$ cat src/rtl/sw_debounce.sv
// sw_debounce: input conditioning for the slide switches and enable switch.
// Every line (N data switches plus the enable) gets its own two-flop
// synchroniser and its own stability counter. A new level is accepted only
// after it has been seen for DEB_CYCLES consecutive synchronised cycles.
// chg pulses for one cycle whenever any debounced output takes a new value.
module sw_debounce #(
   parameter int N          = 8,
   parameter int DEB_CYCLES = 4,
   parameter int CNT_W      = 16
) (
   input  logic         clk,
   input  logic         rst,
   input  logic [N-1:0] sw_raw,
   input  logic         en_raw,
   output logic [N-1:0] x,
   output logic         en,
   output logic         chg
);

   // The enable is handled as the top channel, so all channels share one code path.
   localparam int CH = N + 1;
   localparam logic [CNT_W-1:0] CNT_LAST = CNT_W'(DEB_CYCLES - 1);

   logic [CH-1:0]    raw;
   logic [CH-1:0]    s1_q, s1_d;
   logic [CH-1:0]    s2_q, s2_d;
   logic [CH-1:0]    out_q, out_d;
   logic             chg_q, chg_d;
   logic [CNT_W-1:0] cnt_q [CH];
   logic [CNT_W-1:0] cnt_d [CH];

   assign raw = {en_raw, sw_raw};

   // Next-state logic: shift the synchronisers and run each channel's stability counter.
   always_comb begin
      s1_d  = raw;
      s2_d  = s1_q;
      out_d = out_q;
      for (int i = 0; i < CH; i++) begin
         cnt_d[i] = '0;
         if (s2_q[i] != out_q[i]) begin
            if (cnt_q[i] == CNT_LAST) begin
               out_d[i] = s2_q[i];
            end else begin
               cnt_d[i] = cnt_q[i] + 1'b1;
            end
         end
      end
      chg_d = |(out_d ^ out_q);
   end

   // State registers; reset clears the synchronisers, counters and outputs at once.
   always_ff @(posedge clk or posedge rst) begin
      if (rst) begin
         s1_q  <= '0;
         s2_q  <= '0;
         out_q <= '0;
         chg_q <= 1'b0;
         for (int i = 0; i < CH; i++) begin
            cnt_q[i] <= '0;
         end
      end else begin
         s1_q  <= s1_d;
         s2_q  <= s2_d;
         out_q <= out_d;
         chg_q <= chg_d;
         for (int i = 0; i < CH; i++) begin
            cnt_q[i] <= cnt_d[i];
         end
      end
   end

   assign x   = out_q[N-1:0];
   assign en  = out_q[N];
   assign chg = chg_q;

endmodule
$ cat config.mk
export PLATFORM = sky130hd
export DESIGN_NAME = sw_debounce
export DESIGN_NICKNAME = d
export VERILOG_FILES = /design/src/rtl/sw_debounce.sv
export SDC_FILE = /design/constraint.sdc
export NUM_CORES = 1
export LEC_CHECK = 0
export CAP_MARGIN = 20
export CORE_MARGIN = 4
export CORE_UTILIZATION = 45
export DETAILED_ROUTE_END_ITERATION = 7
export PLACE_DENSITY = 0.58
export SYNTH_ARGS = -nofsm -noshare
export SYNTH_HDL_FRONTEND = slang
export SYNTH_SLANG_ARGS = --single-unit
$ cat constraint.sdc
create_clock -name clk -period 6.7 [get_ports clk]
set_input_delay 1.005 -clock clk [delete_from_list [all_inputs] [get_ports clk]]
set_output_delay 1.005 -clock clk [all_outputs]
set_load 0.1 [all_outputs]
==> results.toml <==
[sta]
finalHoldViolCount = 0
fin_worst_skew_ns = 0.0124
fmax_ghz = 0.333
drv_slew = 0
grt_setup_unrepaired = "no"
tns_ns = 0
setup_violations = 0
timing.final.crit_share = 0.448
max-slew-margin-rel = 0.343
tightestPinTransition_ns = 0.983
min_period_ns = 3.00

[die]
die_area_um2 = 19500
io_pins = 21
die_w_um = 140
core_um2 = 16800
initial_core_util = 0.466
rows = 47
die_y_um = 140

[clock_tree]
cts_root_buf = "clkbuf_16"
cts_max_level = 4
path_clk_slew_ns = 0.06
cts_inserted_buffers = 17
postCtsSetupBuffers = 0
clock-sinks = 172
cts_tree = "built"
clkLatencyLatePin_ns = 0.42
holdBufCountCts = 0
clock_path_buffers = 2
cts_resized = 0

[worst_setup_path]
crit_type = "register to output pin"
r2r_start = "cnt_q[16]"
r2r_slack_ns = 4.71
crit_path_end_kind = "output pin"
worst_r2r_endpoint = "cnt_q[27]"
cp_data_arrival_time_ns = 2.00
crit_cells = 1
startpoint_type = "register"
cp_top_family = "buffers and inverters"
rr_worst_depth = 5
slowest_delay_ns = 1.16
crit_path_top_delay_cell = "clkdlybuf4s50_1"
crit_required_ns = 5.69
cp_cell_sequence = "clkdlybuf4s50_1"
crit_fanout = 4
crit_buf_inv = 1

[place]
portBuffers = 20
dpl.hpwl_mm = 9.33
gp_congestion = 0.798

[route]
wl_met3_um = 401
ant_nets = 0
routed_via_density = 5.25
wl_met2_mm = 6.76
vias = 5289
wl_met1_mm = 6.68
top_layer_used = "met4"
drc = 0
drt_iter0_markers = 255
firstDrtPassIters = 5
wl_per_cell_um = 13.9
wirelength_mm = 14.0

[power]
power_density_nw_per_um2 = 334
ir_worst_vdd_mv = 0.310
leakagePower_nw = 3.85

[cells_and_area]
fillers = 1515
nets = 796
n_antenna_cell = 0
drive_above_1_share = 0.0571
syn_to_final_growth_pct = 14.2
final_util = 0.532

[global_routing]
grt_remaining_overflow = 0
antenna_found_initial = 0
grt_max_degree = 113
track_usage = 0.153
grt_pass1_vias = 5369
grt_pass1_wl_mm = 24.9

[synth]
synth_cell_types = 34
syn_area_um2 = 7800
yosys-top-cells-area = "dfrtp_1, xor2_1, nor2_1"
ys_warn_count = 0
synth_cells = 745
synth_top_area_share = 0.552
synth_seq_cells = 172
synth_top_area_cell = "dfrtp_1"
synth_nets = 765
synth_area_per_cell_um2 = 10.5
yosysSeqAreaShare = 0.552

[worst_hold_path]
hold_path.class = "register to register"
holdPathStages = 0
hold_end = "s2_q[4]"
min_from = "s1_q[4]"

[outcome]
status = "completed"

[run]
maxCapViolCount = 0
==> kinds of logic (layout without fill, tap and decap cells) <==
family / count (synthesis) / after routing / synth area share
buf+inv: 19 / 62 / 0.0107
flops: 172 / 172 / 0.552
mux: 9 / 9 / 0.0130
simple gates: 382 / 382 / 0.246
compound gates: 21 / 21 / 0.0146
xor+xnor: 133 / 133 / 0.149
fa+ha+maj: 9 / 9 / 0.0144
==> placed cells by master, fill, tap and decap left out, drive strengths merged <==
cell	synthesis	layout
nand2b	1	1
or3b	1	1
xor2	73	73
and4	12	12
dfrtp	172	172
nor4b	8	8
nor3	21	21
or3	8	8
nand3	43	43
ha	9	9
clkbuf	0	25
mux2	9	9
nor3b	1	1
o211ai	1	1
inv	9	9
nor4	20	20
clkinv	0	2
o22ai	3	3
a22oi	1	1
buf	10	2
o21ai	8	8
xnor2	60	60
a21oi	8	8
and2	1	1
bufinv	0	4
clkdlybuf4s50	0	20
nand2	47	47
nand4	32	32
and3	35	35
nor2	152	152
==> report_power, final <==
group | internal (mW) | switching [mW]
Sequential | 1.13 | 0.0957
Clock | 0.681 | 0.377
Combinational | 0.185 | 0.507
==> cell usage after synthesis (all sizes together) <==
master and count:
dfrtp 172, nor2 152, xor2 73, xnor2 60, nand2 47, nand3 43
and3 35, nand4 32, nor3 21, nor4 20, and4 12, buf 10
ha 9, inv 9, mux2 9, a21oi 8, nor4b 8, o21ai 8
or3 8, o22ai 3, a22oi 1, and2 1, nand2b 1, nor3b 1
o211ai 1, or3b 1
==> area by class of cell <==
type,instances,area [µm²],share of cell area
clock buffers,25,515,0.0578
clock inverters,6,130,0.0146
inverters,9,38.8,0.00435
multi-input cells,554,3420,0.383
flip-flops and latches,172,4300,0.483
well taps,220,275,0.0309
repair buffers,22,235,0.0264
==> stage by stage <==
step | setup WS (ns) | hold slack, ns | instances | instance area (µm²) | power [mW]
6_report | 3.70 | 0.349 | 1008 | 8910 | 2.98
5_1_grt | 3.64 | 0.351 | 1008 | 8910 | 3.14
4_1_cts | 3.67 | 0.351 | 1007 | 8890 | 3.02
3_5_place_dp | 3.62 | 0.339 | 976 | 8240 | 1.94
3_3_place_gp | 3.62 | 0.332 | 976 | 8240 | 1.93
2_1_floorplan | 1.03 | 0.331 | 745 | 7800 | 1.78
==> sequential cells by signal, indices dropped and copies added (netlist names) <==
signal  flops
cnt_q     144
chg         1
out_q       9
s1_q        9
s2_q        9
==> worst max path at each step <==
stage,start,end
detailed placement,rst,cnt_q[2]
floorplan,rst,chg
CTS,out_q[2],x[2]
finish,out_q[5],x[5]
global placement,rst,cnt_q[0]
global route,out_q[1],x[1]
==> routing by layer <==
layer  up-vias  track usage
li1       2613            -
met1      2605        0.203
met2        61        0.248
met3        10       0.0388
met4         0       0.0474
met5         -            0
Note: power is estimated with default switching activity, not from simulation.
